## config.mk

```make
export PLATFORM = sky130hd
export DESIGN_NAME = imem_arbiter
export DESIGN_NICKNAME = d
export VERILOG_FILES = /design/src/rtl/imem_arbiter.sv
export SDC_FILE = /design/constraint.sdc
export NUM_CORES = 1
export LEC_CHECK = 0
export ABC_AREA = 1
export CAP_MARGIN = 25
export CORE_ASPECT_RATIO = 1.4
export CORE_MARGIN = 4
export CORE_UTILIZATION = 45
export CTS_CLUSTER_DIAMETER = 150
export DETAILED_ROUTE_END_ITERATION = 8
export GPL_TIMING_DRIVEN = 0
export MAX_ROUTING_LAYER = met4
export PLACE_DENSITY_LB_ADDON = 0.08
export SLEW_MARGIN = 15
export SYNTH_ARGS = -nofsm -noshare
export SYNTH_HDL_FRONTEND = slang
export SYNTH_SLANG_ARGS = --single-unit
```

## constraint.sdc

```tcl
create_clock -name clk -period 3 [get_ports clk]
set_input_delay 0.6 -clock clk [delete_from_list [all_inputs] [get_ports clk]]
set_output_delay 0.6 -clock clk [all_outputs]
set_load 0.05 [all_outputs]
```

## src/rtl/imem_arbiter.sv

```systemverilog
// ---------------------------------------------------------------------------
// imem_arbiter
//
// Arbiter and sequencer for the single-port instruction memory. The memory
// is shared by the IF stage (instruction fetch) and a program loader/debug
// port. The block issues one memory access at a time through a three-state
// sequencer (IDLE -> [WAIT] -> DONE).
//
// Loader requests win arbitration. The exception is when fetch is enabled
// and the loader has already taken MAX_LD grants in a row; one fetch is then
// forced through. This bounds how long fetch can be starved.
//
// Optional build macro:
//   IMEM_FETCH_BUF_EN - adds a one-entry fetch buffer {valid, addr, data}.
//                       A repeated fetch of the last fetched address is served
//                       from the buffer without touching memory. Any loader
//                       write invalidates the buffer.
//
// Parameters:
//   MEM_LAT  imem read latency, request to valid i_MEM_rdata (1..4)
//   MAX_LD   consecutive loader grants allowed while fetch is enabled (1..15)
//
// Ports:
//   clk, nrst            clock, asynchronous active-low reset
//   i_IF_fetch_en        fetch requests enabled
//   i_IF_mem_ImemAddr    fetch address (PC), stable while o_IF_stall=1
//   o_IF_mem_ImemDataR   fetched instruction (held after delivery)
//   o_IF_stall           0 only in the cycle the instruction is delivered
//   i_LD_req/we/addr/wdata  loader request, held until o_LD_ack
//   o_LD_ack             single-cycle completion pulse
//   o_LD_rdata           loader read data (held after delivery)
//   o_MEM_req/we/addr/wdata  memory access strobe and command (held when idle)
//   i_MEM_rdata          memory read data, MEM_LAT cycles after a read strobe
// ---------------------------------------------------------------------------
module imem_arbiter #(
    parameter int MEM_LAT = 1,
    parameter int MAX_LD  = 4
) (
    input  logic        clk,
    input  logic        nrst,
    input  logic        i_IF_fetch_en,
    input  logic [31:0] i_IF_mem_ImemAddr,
    output logic [31:0] o_IF_mem_ImemDataR,
    output logic        o_IF_stall,
    input  logic        i_LD_req,
    input  logic        i_LD_we,
    input  logic [31:0] i_LD_addr,
    input  logic [31:0] i_LD_wdata,
    output logic        o_LD_ack,
    output logic [31:0] o_LD_rdata,
    output logic        o_MEM_req,
    output logic        o_MEM_we,
    output logic [31:0] o_MEM_addr,
    output logic [31:0] o_MEM_wdata,
    input  logic [31:0] i_MEM_rdata
);

    typedef enum logic [1:0] {
        S_IDLE,
        S_WAIT,
        S_DONE
    } state_t;

    typedef enum logic [1:0] {
        OP_FETCH,
        OP_LD_RD,
        OP_LD_WR
    } op_t;

    state_t      state_q, state_d;
    op_t         op_q, op_d;
    logic [2:0]  lat_cnt_q, lat_cnt_d;
    logic [3:0]  ld_cnt_q, ld_cnt_d;
    logic        hit_q, hit_d;

    logic [31:0] if_data_q;
    logic [31:0] ld_rdata_q;
    logic        mem_we_q;
    logic [31:0] mem_addr_q;
    logic [31:0] mem_wdata_q;

    logic        idle;
    logic        force_fetch;
    logic        grant_ld;
    logic        grant_if;
    logic        fetch_hit;
    logic        mem_issue;
    logic        deliver_if;
    logic        deliver_ld_rd;
    logic [31:0] if_rdata;
    logic [31:0] hit_data;

    // ------------------------------------------------------------------
    // Arbitration
    // ------------------------------------------------------------------
    // Grants are combinational so that the memory strobe goes out in the
    // same cycle as the grant. Qualifying with nrst keeps the strobe low
    // while reset is held, even though the state register already reads IDLE.
    assign idle        = (state_q == S_IDLE) && nrst;
    assign force_fetch = i_IF_fetch_en && (ld_cnt_q == 4'(MAX_LD));
    assign grant_ld    = idle && i_LD_req && !force_fetch;
    assign grant_if    = idle && !grant_ld && i_IF_fetch_en;
    assign mem_issue   = grant_ld || (grant_if && !fetch_hit);

`ifdef IMEM_FETCH_BUF_EN
    logic        buf_valid_q;
    logic [31:0] buf_addr_q;
    logic [31:0] buf_data_q;

    assign fetch_hit = grant_if && buf_valid_q && (buf_addr_q == i_IF_mem_ImemAddr);
    assign hit_data  = buf_data_q;

    // NOTE: only buf_valid_q has to be reset for correctness. The address
    // and data are cleared too, so the buffer never holds X before first use.
    always_ff @(posedge clk or negedge nrst) begin
        if (!nrst) begin
            buf_valid_q <= 1'b0;
            buf_addr_q  <= '0;
            buf_data_q  <= '0;
        end else if (grant_ld && i_LD_we) begin
            buf_valid_q <= 1'b0;
        end else if (state_q == S_DONE && op_q == OP_FETCH && !hit_q) begin
            buf_valid_q <= 1'b1;
            buf_addr_q  <= mem_addr_q;
            buf_data_q  <= i_MEM_rdata;
        end
    end
`else
    assign fetch_hit = 1'b0;
    assign hit_data  = '0;
`endif

    // ------------------------------------------------------------------
    // Sequencer
    // ------------------------------------------------------------------
    // NOTE: every variable driven here gets a default first, so that no
    // path through the case statement leaves one unassigned (no latches).
    always_comb begin
        state_d   = state_q;
        op_d      = op_q;
        lat_cnt_d = lat_cnt_q;
        ld_cnt_d  = ld_cnt_q;
        hit_d     = hit_q;

        case (state_q)
            S_IDLE: begin
                if (grant_ld) begin
                    op_d  = i_LD_we ? OP_LD_WR : OP_LD_RD;
                    hit_d = 1'b0;
                    // Consecutive loader grants only count while fetch is waiting.
                    if (i_IF_fetch_en)
                        ld_cnt_d = (ld_cnt_q < 4'(MAX_LD)) ? ld_cnt_q + 4'd1 : ld_cnt_q;
                    else
                        ld_cnt_d = '0;
                    // Writes have no read data to wait for.
                    if (i_LD_we || MEM_LAT == 1) begin
                        state_d = S_DONE;
                    end else begin
                        state_d   = S_WAIT;
                        lat_cnt_d = 3'(MEM_LAT - 1);
                    end
                end else if (grant_if) begin
                    op_d     = OP_FETCH;
                    hit_d    = fetch_hit;
                    ld_cnt_d = '0;
                    if (fetch_hit || MEM_LAT == 1) begin
                        state_d = S_DONE;
                    end else begin
                        state_d   = S_WAIT;
                        lat_cnt_d = 3'(MEM_LAT - 1);
                    end
                end
            end
            S_WAIT: begin
                lat_cnt_d = lat_cnt_q - 3'd1;
                if (lat_cnt_q == 3'd1) begin
                    state_d   = S_DONE;
                    lat_cnt_d = '0;
                end
            end
            S_DONE: begin
                state_d = S_IDLE;
            end
            default: begin
                state_d = S_IDLE;
            end
        endcase
    end

    // NOTE: sequential state uses non-blocking assignments only, so every
    // register samples the values from before this clock edge.
    always_ff @(posedge clk or negedge nrst) begin
        if (!nrst) begin
            state_q   <= S_IDLE;
            op_q      <= OP_FETCH;
            lat_cnt_q <= '0;
            ld_cnt_q  <= '0;
            hit_q     <= 1'b0;
        end else begin
            state_q   <= state_d;
            op_q      <= op_d;
            lat_cnt_q <= lat_cnt_d;
            ld_cnt_q  <= ld_cnt_d;
            hit_q     <= hit_d;
        end
    end

    // ------------------------------------------------------------------
    // Result delivery: bypass in DONE, registered copy held afterwards
    // ------------------------------------------------------------------
    assign deliver_if    = (state_q == S_DONE) && (op_q == OP_FETCH);
    assign deliver_ld_rd = (state_q == S_DONE) && (op_q == OP_LD_RD);
    assign if_rdata      = hit_q ? hit_data : i_MEM_rdata;

    assign o_IF_stall         = !deliver_if;
    assign o_IF_mem_ImemDataR = deliver_if ? if_rdata : if_data_q;
    assign o_LD_ack           = (state_q == S_DONE) && (op_q != OP_FETCH);
    assign o_LD_rdata         = deliver_ld_rd ? i_MEM_rdata : ld_rdata_q;

    always_ff @(posedge clk or negedge nrst) begin
        if (!nrst) begin
            if_data_q  <= '0;
            ld_rdata_q <= '0;
        end else begin
            if (deliver_if)
                if_data_q <= if_rdata;
            if (deliver_ld_rd)
                ld_rdata_q <= i_MEM_rdata;
        end
    end

    // ------------------------------------------------------------------
    // Memory command: driven live on issue, last value held otherwise
    // ------------------------------------------------------------------
    assign o_MEM_req   = mem_issue;
    assign o_MEM_we    = mem_issue ? (grant_ld && i_LD_we) : mem_we_q;
    assign o_MEM_addr  = mem_issue ? (grant_ld ? i_LD_addr : i_IF_mem_ImemAddr) : mem_addr_q;
    assign o_MEM_wdata = (mem_issue && grant_ld) ? i_LD_wdata : mem_wdata_q;

    always_ff @(posedge clk or negedge nrst) begin
        if (!nrst) begin
            mem_we_q    <= 1'b0;
            mem_addr_q  <= '0;
            mem_wdata_q <= '0;
        end else if (mem_issue) begin
            mem_we_q    <= o_MEM_we;
            mem_addr_q  <= o_MEM_addr;
            mem_wdata_q <= o_MEM_wdata;
        end
    end

endmodule

```

==> Yosys cells after proc, flatten, opt, wreduce, memory -nomap -nowiden <==
Index checks and enable logic that the tools add are counted.
{ "totals": {"wordCells": 64, "input_bits": 133, "register_bits": 141, "output_inout_bits": 132} }
{ "op_classes": {"n_addsub": 2, "eq_ne": 8, "reduce_logical": 22, "magnitude_cmp": 1, "mux": 21} }
{ "ops": {"columns": ["cell", "n"], "rows": [
  ["two-way mux 32 bit", 6],
  ["two-way mux 4 bit", 4],
  ["two-way mux 2 bit", 6],
  ["logical AND 1 bit", 11],
  ["adder 4 x 1 -> 4 bit (second input constant)", 1],
  ["equality test 2 x 1 -> 1 bit (second input constant)", 2],
  ["equality test 4 x 3 -> 1 bit (second input constant)", 1],
  ["logical NOT 2 bit", 2],
  ["less-than comparator 4 x 3 -> 1 bit (second input constant)", 1],
  ["one-hot mux 2 bit (2 select lines)", 1],
  ["AND reduction 2 bit", 2],
  ["nonzero test 2 bit", 2],
  ["equality test 3 x 1 -> 1 bit (second input constant)", 1],
  ["logical NOT 1 bit", 3],
  ["two-way mux 1 bit", 3],
  ["two-way mux 3 bit", 1],
  ["!= test 3 x 2 -> 1 bit (second input constant)", 1],
  ["!= test 3 bit (second input constant)", 1],
  ["AND reduction 3 bit", 1],
  ["subtractor 3 x 1 -> 3 bit (second input constant)", 1],
  ["equality test 2 bit (second input constant)", 1],
  ["!= test 2 bit (second input constant)", 1],
  ["logical OR 1 bit", 1]
]} }

==> Logic depth before layout (Yosys ltp) <==
Gate-level depths: netlist (run 1).
{ "logic_depth": {"depth_word": 10, "mapped_depth": 9, "ltp_nobuf": 8} }

==> Worst setup path before layout (run 1) <==
OpenSTA, ideal clock, no wires.
{ "synth_timing": {"path_kind": "register -> output", "start": "register op_q[0]", "end": "output port o_IF_mem_ImemDataR[13]", "stages_incl_launch_ff": 6, "slack_ps": 57, "t_required_ps": 2400, "t_arrival_ps": 2343, "path_buffers": 2, "path_cell_list": "dfrtp_1 nor2_1 nand2_1 buf_2 clkbuf_1 o21ai_0"} }
{ "synth_via": {"elab_chain_len": 3} }
{ "synth_rtl": {"columns": ["item", "line_no", "text"], "rows": [
  ["start: declaration", "71", "op_t op_q, op_d;"],
  ["start signal: assignment", "201", "op_q <= op_d;"],
  ["logical NOT 2 bit", "211", "assign deliver_if = (state_q == S_DONE) && (op_q == OP_FETCH);"],
  ["logical AND 1 bit", "211", null],
  ["two-way mux 32 bit", null, null],
  ["end: declaration", "43", "output logic [31:0] o_IF_mem_ImemDataR,"]
]} }
Every way passes these cells.

==> Worst setup path in the final report (run 1) <==
{ "layout_timing": {"start": "register op_q[0]", "end": "output port o_LD_rdata[21]"} }
{ "layout_via": {"elab_chain_len": 3} }
{ "layout_rtl": {"columns": ["item", "line_no", "text"], "rows": [
  ["equality test 2 x 1 -> 1 bit", "212", "assign deliver_ld_rd = (state_q == S_DONE) && (op_q == OP_LD_RD);"],
  ["logical AND 1 bit", "212", null],
  ["two-way mux 32 bit", null, null],
  ["end: declaration", "50", "output logic [31:0] o_LD_rdata,"]
]} }
Every way passes these cells.

==> results.cfg, run 1 <==
[outcome]
outcome = finished clean

[power_and_ir_drop]
finalPower_mw = 8.28
comb_power_share = 0.441
vdd_drop_max_mv = 0.397
sw_frac_of_total = 0.451
p_clk_frac = 0.258
p_int_mw = 4.55
leakagePower_nw = 5.23
p_switching_mw = 3.74
p_seq_frac = 0.301
power.density_nw_per_um2 = 903

[setup_path]
crit_type = register to primary output
required_ps = 2400
reg2reg_from = ld_cnt_q[0]$_DFFE_PN0P_
cp-end-kind = primary output
reg2reg_depth = 8
crit_path_start_kind = register
startpoint = op_q[0]$_DFFE_PN0P_
arrival_ps = 2280
cp_max_fo = 10

[final_layout]
final_util = 0.685
layout_common_cells = 301 x nand2_1, 136 x dfrtp_1, 132 x clkdlybuf4s50_1
syn_to_final_growth_pct = 49.7
fillers = 1209
drive_gt1_frac = 0.175
finalNonFillerCells = 1251
nNetsFinal = 1191
multi_input_area_um2 = 2070
final_common_cell = nand2_1
ff_latch_area_um2 = 3400
design_area_um2 = 9170
diodes = 0

[sta]
skew_ps = 13.4
rsz0062_at_grt = no
slew_viol_final = 0
max_freq_mhz = 348
finalHoldViolCount = 0
worstMarginPinSlew_ps = 542
period_share = 0.959
setup_viol = 0
relSlewSlack = 0.638
setup_slack_ps = 124
layout_min_cycle_time_ps = 2880

[floorplanning]
core_um2 = 13400
io_pins = 265
rows = 50
dieArea_um2 = 15600
start_util = 0.458
die_h_um = 146
die_width_um = 107

[clock_tree]
cts_max_level = 4
cts_tree = done
clock_sinks = 136
root_buffer = clkbuf_16
cts_buffers = 17
cts_max_path_buffers = 2
clkTransAtPathRegs_ps = 60
clkLatencyLatePin_ps = 410

[yosys]
synth_area_um2 = 6130
yosysWarningCount = 0
syn_area_per_cell_um2 = 7.96
synthCells = 770
synth_cell_types = 17
ys_seq_area_frac = 0.555
ys_seq_elements = 136
syn_nets = 905

[placement]
place_ws_ps = -769
io_buffers = 264
gp_congestion = 0.844
placed_cells = 1217
dpl.hpwl_um = 13200
place_area_um2 = 9030

[drt]
drt_wl_total_um = 17800
drc = 0
dr.pass1.iters = 6
via_per_inst = 4.71
wl_per_cell_um = 14.2
vias = 5894
drt_iter0_drc = 217
drtAntennaViolNets = 0

[global_route]
grt_pass1_wl_um = 28900
grt_use_total = 0.240
busiest_layer = met2
grt_max_degree = 50
grt_pass1_vias = 5884
use_met2 = 0.408
grtUsageMet1 = 0.270
met3_usage = 0.0602
overflow = 0
antenna_found_initial = 0

[worst_hold_path]
hold_path.class = input pin to async pin

[run]
cap_violations = 0
[power by group through the flow]
stage	Clock, mW	Sequential, mW	Combinational (mW)
after floorplan	0	2.50	2.65
after global placement	0	2.51	4.07
after detailed placement	0	2.53	4.12
after CTS	2.18	2.50	3.84
after global routing	2.27	2.55	3.88
final	2.13	2.50	3.65
[path summary, 6_finish.rpt]
kind | endpoint | slack (ps)
worst min register to register | mem_wdata_q[22]$_DFFE_PN0N_ | 460
max in group asynchronous | ld_cnt_q[3]$_DFFE_PN0P_ | 2280
min in group clk | mem_wdata_q[22]$_DFFE_PN0N_ | 460
worst min-delay path | if_data_q[8]$_DFF_PN0_ | 30
worst max register to register | mem_addr_q[24]$_DFFE_PN0N_ | 1370
worst max-delay path | o_LD_rdata[21] | 120
[sequential cells by signal, indices dropped and copies added, names as in the netlist]
name and flops:
mem_addr_q 32, if_data_q 32, state_q 1, ld_rdata_q 32, op_q 2, mem_wdata_q 32, ld_cnt_q 4, mem_we_q 1
[through the flow]
step	TNS (ps)	hold WS, ps
3_5_place_dp	-44400	454
3_3_place_gp	-1228960	449
2_1_floorplan	0	304
4_1_cts	0	28.6
5_1_grt	0	32.7
6_report	0	30.9
[routing by layer]
metal,share of wire,up-vias
met5,0,-
met4,0.029,0
met3,0.068,34
met2,0.51,195
met1,0.39,2719
li1,-,2946
[cells in the mapped netlist, drive strengths merged]
| cell type | instances | area share |
|---|---|---|
| buf | 32 | 0.035 |
| clkbuf | 9 | 0.0055 |
| dfrtp | 136 | 0.56 |
| ha | 2 | 0.0041 |
| inv | 108 | 0.066 |
| nand2 | 303 | 0.19 |
| nand3 | 101 | 0.082 |
| nand4 | 1 | 0.0010 |
| nor2 | 10 | 0.0078 |
| o21ai | 67 | 0.055 |
| o22ai | 1 | 0.0010 |
[final cells by class]
cell class / instances / area share
repair buffers: 267 / 0.240
flip-flops and latches: 136 / 0.371
well taps: 182 / 0.0248
clock buffers: 19 / 0.0483
plain buffers: 41 / 0.0281
multi-input cells: 485 / 0.226
inverters: 108 / 0.0442
clock inverters: 13 / 0.0183
[cells by family after synthesis]
family / count (synthesis) / share of synthesized area
AOI/OAI and AO/OA: 68 / 0.0557
adders and majority gates: 2 / 0.00408
and+or+nand+nor: 415 / 0.278
DFF: 136 / 0.555
buffers and inverters: 149 / 0.107
[what timing repair did]
item | 4_1_cts | 5_1_grt
setup buffers | 0 | 0
pin swaps | 0 | 0
resized for setup | 270 | 265
gates cloned | 2 | 0
setup endpoints to repair | 131 | 113
hold buffers | 0 | 0
hold endpoints to repair | 0 | 0
[critical path: stages, from the launching register on]
cell and delay (ps):
dfrtp_1 400, nand3_1 350, clkbuf_1 440, nand2_1 100, o21ai_0 160, clkdlybuf4s15_2 430
Note: power is estimated with default switching activity, not from simulation.
==> run 2: changes to the inputs <==
--- a/config.mk
+++ b/config.mk
@@ -15,6 +15,7 @@
 export GPL_TIMING_DRIVEN = 0
 export MAX_ROUTING_LAYER = met4
 export PLACE_DENSITY_LB_ADDON = 0.08
+export SKIP_CTS_REPAIR_TIMING = 1
 export SLEW_MARGIN = 15
 export SYNTH_ARGS = -nofsm -noshare
 export SYNTH_HDL_FRONTEND = slang
==> run 2 against run 1 <==
Compared with the run above:
- sequential share of layout area down 1.1 points
- count of clock-buffer cells in the layout unchanged
- sequential power about the same
- total power up 2.4%
- first-iteration DRC count up 1.8%
- register-to-register slack about the same
- via count down 0.25%
- non-clock buffer count unchanged
- cell count unchanged
- maximum frequency down 0.65%
- combinational power up 5.5%
- core utilization up 2.0 points
==> results.cfg, run 2 (synthesized netlist as in run 1, its figures left out) <==
[sta]
relSlewSlack = 0.627
slew_viol_final = 0
finalHoldViolCount = 0
skew_ps = 13.4
max_freq_mhz = 345
period_share = 0.965
worstMarginPinSlew_ps = 558
layout_min_cycle_time_ps = 2900
setup_viol = 0
whs_ps = 26.5
setup_slack_ps = 105

[placement]
gp_congestion = 0.844
place_ws_ps = -769
placed_cells = 1217
io_buffers = 264
place_area_um2 = 9030
dpl.hpwl_um = 13200

[drt]
dr.pass1.iters = 4
via_per_inst = 4.70
drt_iter0_drc = 221
drtAntennaViolNets = 0
wl_per_cell_um = 14.3
drt_wl_total_um = 17900
vias = 5879
drc = 0

[worst_hold_path]
hold_path.class = input pin to async pin

[floorplanning]
rows = 50
dieArea_um2 = 15600
core_um2 = 13400
die_h_um = 146
io_pins = 265
start_util = 0.458
die_width_um = 107

[clock_tree]
clock_sinks = 136
cts_max_level = 4
cts_max_path_buffers = 2
root_buffer = clkbuf_16
clkTransAtPathRegs_ps = 60
clkLatencyLatePin_ps = 410
cts_tree = done
cts_buffers = 17

[power_and_ir_drop]
p_seq_frac = 0.294
p_switching_mw = 3.74
sw_frac_of_total = 0.441
p_clk_frac = 0.252
finalPower_mw = 8.48
leakagePower_nw = 5.73
vdd_drop_max_mv = 0.457
power.density_nw_per_um2 = 898
comb_power_share = 0.454
p_int_mw = 4.74

[setup_path]
crit_path_start_kind = register
cp_max_fo = 10
cp_num_buf_inv = 2
required_ps = 2400
crit_type = register to primary output
cp-end-kind = primary output
path_cells = nand3_1 > clkbuf_1 > nand2_1 > o21ai_0 > dlymetal6s2s_1
slowest_stage = dlymetal6s2s_1
slowest_delay_ps = 480
crit_family = buffers and inverters
arrival_ps = 2300

[final_layout]
diodes = 0
nNetsFinal = 1191
syn_to_final_growth_pct = 54.1
drive_gt1_frac = 0.143
final_common_cell = nand2_1
fillers = 1159
finalNonFillerCells = 1251
design_area_um2 = 9440
layout_common_cells = 301 x nand2_1, 136 x dfrtp_1, 132 x clkdlybuf4s50_1

[global_route]
overflow = 0
grt_use_total = 0.234
grt_pass1_vias = 5834
grt_max_degree = 100
grt_pass1_wl_um = 28300
antenna_found_initial = 0

[run]
cap_violations = 0

[outcome]
outcome = finished clean
## run 2: cell types whose count changed in the layout (fill, tap and decap cells not counted), sizes merged
cell           before  now
clkdlybuf4s15       6    0
dlymetal6s2s        0   52
dlygate4sd1         1    0
buf                87   38
clkbuf             83  105
dlygate4sd2        16    0
bufbuf              2    0
## run 2: worst register-to-register path, cell delays in order (launching register included)
cell	delay (ps)
dfrtp_1	380
inv_1	80
ha_1	230
nand4_1	130
buf_4	210
buf_4	190
nand3_1	80
nand3_1	140
nand2_1	70
## run 2: layout make-up
type / instances / area (um^2) / share of cell area
Clock buffer: 19 / 443 / 0.0469
Multi-Input combinational cell: 485 / 2070 / 0.219
Clock inverter: 13 / 168 / 0.0178
Inverter: 108 / 405 / 0.0429
Sequential cell: 136 / 3400 / 0.360
Tap cell: 182 / 228 / 0.0241
Buffer: 41 / 254 / 0.0269
Timing Repair Buffer: 267 / 2470 / 0.262
## run 2: worst paths after layout
| path | cells past startpoint | end | start | slack [ps] |
|---|---|---|---|---|
| setup / recovery | 5 | o_LD_rdata[21] | op_q[0]$_DFFE_PN0P_ | 100 |
| hold / removal | 1 | if_data_q[8]$_DFF_PN0_ | nrst | 30 |
| setup reg to reg | 8 | mem_addr_q[24]$_DFFE_PN0N_ | ld_cnt_q[0]$_DFFE_PN0P_ | 1370 |
| hold reg to reg | 2 | mem_wdata_q[22]$_DFFE_PN0N_ | mem_wdata_q[22]$_DFFE_PN0N_ | 460 |
| max in group asynchronous | 2 | if_data_q[2]$_DFF_PN0_ | nrst | 2400 |
| min in group clk | 2 | mem_wdata_q[22]$_DFFE_PN0N_ | mem_wdata_q[22]$_DFFE_PN0N_ | 460 |
## run 2: per-layer routing
metal	track usage	routed length [um]	vias to the layer above	share of wire
met1	0.269	7120	2705	0.40
met4	0.0864	460	0	0.026
met3	0.0531	1020	30	0.057
met5	-	0	-	0
met2	0.397	9270	194	0.52
li1	-	-	2950	-
## run 2: power by group through the flow
stage / Sequential (mW) / Clock, mW / Combinational, mW
2_1_floorplan: 2.50 / 0 / 2.65
3_3_place_gp: 2.51 / 0 / 4.07
3_5_place_dp: 2.53 / 0 / 4.12
4_1_cts: 2.50 / 2.18 / 4.13
5_1_grt: 2.55 / 2.27 / 4.07
6_report: 2.50 / 2.14 / 3.85
## run 2: per-stage QoR
step                      setup TNS (ps)  utilization
final                                  0        0.705
after global routing               -35.3        0.705
after CTS                         -59280        0.720
after detailed placement          -44400        0.674
after global placement          -1228960        0.672
after floorplan                        0            -
==> run 3: changes to the inputs <==
--- a/config.mk
+++ b/config.mk
@@ -9,7 +9,7 @@
 export CAP_MARGIN = 25
 export CORE_ASPECT_RATIO = 1.4
 export CORE_MARGIN = 4
-export CORE_UTILIZATION = 45
+export CORE_UTILIZATION = 46
 export CTS_CLUSTER_DIAMETER = 150
 export DETAILED_ROUTE_END_ITERATION = 8
 export GPL_TIMING_DRIVEN = 0
==> run 3 against run 2 <==
Compared with the run above:
- critical path depth rose by 3
- core utilization barely moved
- via count is 0.75% higher
- sequential cell count unchanged
- critical endpoint is now o_MEM_wdata[0]
==> results.cfg, run 3 (synthesized netlist as in run 1, its figures left out) <==
[final_layout]
finalNonFillerCells = 1246
syn_to_final_growth_pct = 49.0
drive_gt1_frac = 0.170
nNetsFinal = 1189
design_area_um2 = 9130
layout_common_cells = 301 x nand2_1, 136 x dfrtp_1, 132 x clkdlybuf4s50_1
final_common_cell = nand2_1

[clock_tree]
clock_sinks = 136
cts_tree = done
clkTransAtPathRegs_ps = 60
cts_max_path_buffers = 2
cts_buffers = 17
clkLatencyLatePin_ps = 410
root_buffer = clkbuf_16
cts_max_level = 4

[power_and_ir_drop]
leakagePower_nw = 5.37
vdd_drop_max_mv = 0.401
finalPower_mw = 8.23
power.density_nw_per_um2 = 902

[global_route]
antenna_found_initial = 1
grt_pass1_wl_um = 29100
grt_pass1_vias = 5783
grt_max_degree = 87
grt_use_total = 0.251
overflow = 0

[setup_path]
startpoint = ld_cnt_q[0]$_DFFE_PN0P_
reg2reg_from = ld_cnt_q[0]$_DFFE_PN0P_
crit_end = o_MEM_wdata[0]
arrival_ps = 2290
reg2reg_slack_ps = 1320
crit_type = register to primary output
required_ps = 2400
crit_path_start_kind = register
reg2reg_depth = 8
cp_max_fo = 10
cp-end-kind = primary output
timing.rr.end = mem_addr_q[14]$_DFFE_PN0N_

[run]
cap_violations = 0

[floorplanning]
die_width_um = 106
rows = 49
dieArea_um2 = 15300
die_h_um = 145
io_pins = 265
core_um2 = 12900
start_util = 0.474

[placement]
placed_cells = 1213
gp_congestion = 0.857
dpl.hpwl_um = 13800
io_buffers = 264
place_area_um2 = 9020

[sta]
rsz0062_at_grt = yes
whs_ps = 89.2
skew_ps = 9.49
slew_viol_final = 0
setup_viol = 0
period_share = 0.962
max_freq_mhz = 346
layout_min_cycle_time_ps = 2890
worstMarginPinSlew_ps = 560
relSlewSlack = 0.626
finalHoldViolCount = 0

[drt]
via_per_inst = 4.75
vias = 5923
dr.pass1.iters = 4
wl_per_cell_um = 14.7
drtAntennaViolNets = 0
drt_iter0_drc = 268
drc = 0
drt_wl_total_um = 18300

[worst_hold_path]
hold_path.class = input pin to async pin

[outcome]
outcome = finished clean
## run 3: cell types whose count changed in the layout (fill, tap and decap cells not counted), sizes merged
cell          before  now
inv              111  110
clkbuf           105  136
buf               38   35
clkinv             5    7
bufinv             3    2
diode              0    1
dlymetal6s2s      52   22
## run 3: final cells by class
class                   count  area (um^2)
clock buffers              19          443
diodes                      1         2.50
flip-flops and latches    136         3400
fillers                  1076         3810
multi-input cells         485         2070
inverters                 108          405
well taps                 178          223
plain buffers              41          251
repair buffers            265         2180
clock inverters            13          146
## run 3: worst max-delay path, cell delays in order (launching register included)
cell and delay, ps:
dfrtp_1 370, inv_1 70, ha_1 220, nand4_1 120, buf_2 280, buf_4 220
nand3_1 100, nand2_1 80, dlymetal6s2s_1 410
## run 3: how the worst min path moves through the flow
stage	start	end	slack, ps	cells past startpoint
finish	nrst	ld_rdata_q[25]$_DFF_PN0_	90	1
global route	nrst	ld_rdata_q[25]$_DFF_PN0_	110	1
CTS	nrst	ld_rdata_q[25]$_DFF_PN0_	100	1
detailed placement	mem_wdata_q[0]$_DFFE_PN0N_	mem_wdata_q[0]$_DFFE_PN0N_	450	2
global placement	mem_wdata_q[21]$_DFFE_PN0N_	mem_wdata_q[21]$_DFFE_PN0N_	450	2
floorplan	nrst	if_data_q[0]$_DFF_PN0_	300	0
## run 3: power by group
group / internal, mW / total (mW) / leakage [nW] / switching, mW
Clock: 1.25 / 2.05 / 0.284 / 0.796
Combinational: 0.867 / 3.68 / 3.41 / 2.82
Sequential: 2.36 / 2.50 / 1.68 / 0.142
## run 3: routing by layer
metal,GRT usage,vias up,routed length (um)
met4,0.103,0,435
met1,0.271,2750,6890
met2,0.436,197,9770
met5,-,-,0
li1,-,2947,-
met3,0.0706,29,1250
## run 3: through the flow
| step | setup slack, ps | util | TNS, ps |
|---|---|---|---|
| 6_report | 114 | 0.706 | 0 |
| 5_1_grt | -6.97 | 0.706 | -6.97 |
| 4_1_cts | -468 | 0.743 | -41610 |
| 3_5_place_dp | -433 | 0.698 | -22140 |
| 3_3_place_gp | -5510 | 0.695 | -1217870 |
| 2_1_floorplan | 57.3 | - | 0 |
==> RTL change (flow settings as in run 1) <==
The option `IMEM_FETCH_BUF_EN` is turned on by a define.
--- a/src/rtl/imem_arbiter.sv
+++ b/src/rtl/imem_arbiter.sv
@@ -33,4 +33,6 @@
 //   i_MEM_rdata          memory read data, MEM_LAT cycles after a read strobe
 // ---------------------------------------------------------------------------
+`define IMEM_FETCH_BUF_EN
+
 module imem_arbiter #(
     parameter int MEM_LAT = 1,
Check against the original RTL: not equivalent (Yosys sat finds a counterexample within 4 cycles, from zero or initial values and one cycle with nrst low).
==> RTL change against run 1 <==
  * The flow now finishes with violations (negative setup slack)
  * Sequential cell count is 66 higher
  * Worst setup slack got worse by 0.29 ns
  * Synthesized area is 48% higher
  * Non-clock buffer count is 49 higher
  * Synthesized cell count up 50%
  * Cell area up 51%
  * Wire length increased by 66%
  * Total power increased by 49%
  * Highest routed layer unchanged
==> RTL change: results <==
[cells_and_area]
drive_gt1_share_pct = 22.9
n_fill_cell = 1606
fin_cells = 1751

[detailed_routing]
drt-wirelength-per-cell_um = 16.9
drt-initial-drc-count = 475
dr.pass1.iters = 5

[sta]
finalSetupViolCount = 32
setup_ws_ns = -0.162
hold-worst-slack_ns = 0.0601

[outcome]
violations = "negative setup slack"
status = "finished with violations"

[critical_path]
slowest_delay_ns = 0.40
path_max_fanout = 7
reg2reg_from = "ld_cnt_q[1]"
rrSetupSlack_ns = 0.79
endpoint = "o_MEM_addr[17]"
slowest_stage = "dfrtp_1"

[grt]
use_met2_pct = 45.2
grt_pass1_wl_mm = 46.1
antenna_found_initial = 4
grt_max_degree = 45
use_met3_pct = 5.02
grt_pass1_vias = 9104

[cts]
clk_path_buf_depth = 3
worstSkewPairLatency_ns = 0.49

[placement]
place_area_mm2 = 0.0121
gp_congestion = 0.882

[yosys]
ys_types = 22
synthTopCellsByCount = "nand2_1, dfrtp_1, o21ai_0"
seq_area_frac_synth_pct = 55.7

[power]
leakage_nw = 7.18
==> RTL change: cell count changes after synthesis, moves of 7 or more <==
cell      delta
o21ai_0     +50
buf_4       -10
buf_1        +8
a31oi_1     +32
xnor2_1      +8
inv_1        -7
nor2_1      +41
clkbuf_1    +25
nand3_1     -63
dfrtp_1     +66
buf_2        -8
nand2_2      +9
nand2_1    +228
==> RTL change: worst max-delay path, delay by kind of cell (launching register included) <==
family | cells | cell delay, ns
flops | 1 | 0.40
fa+ha+maj | 1 | 0.13
simple gates | 7 | 0.81
compound gates | 1 | 0.11
buf+inv | 5 | 0.63
==> RTL change: per-layer routing <==
layer / routed length, um / vias up
met2: 14900 / 295
met5: 0 / -
li1: - / 4269
met4: 1280 / 0
met1: 11500 / 4106
met3: 1780 / 79
==> RTL change: cell type report <==
class	instances	area (um^2)	area share, %
diodes	4	10.0	0.0725
plain buffers	52	340	2.46
clock buffers	29	616	4.46
clock inverters	8	67.6	0.489
inverters	104	393	2.84
multi-input cells	795	3960	28.7
flip-flops and latches	202	5050	36.6
well taps	252	315	2.28
repair buffers	305	3050	22.1
==> RTL change: cells by family after synthesis <==
family	after synthesis	share of synthesized area, %
compound gates	152	8.88
xor+xnor	8	0.772
simple gates	632	27.2
fa+ha+maj	2	0.276
mux	1	0.110
buf+inv	159	7.03
flops	202	55.7
==> RTL change: repair_timing <==
item                                   in CTS  in global routing
pin swaps                                  24                 10
resized for setup                         795                197
hold buffers                                1                  0
setup endpoints to repair                 130                128
endpoints found under the hold margin      16                  0
setup buffers                              22                  7
gates cloned                               11                  0
==> RTL change: report_power, final <==
part,internal (mW),total [mW],switching (mW),leakage [nW]
logic,1.70,5.56,3.86,4.37
clock network,1.52,2.58,1.07,0.342
registers,3.70,4.15,0.454,2.47
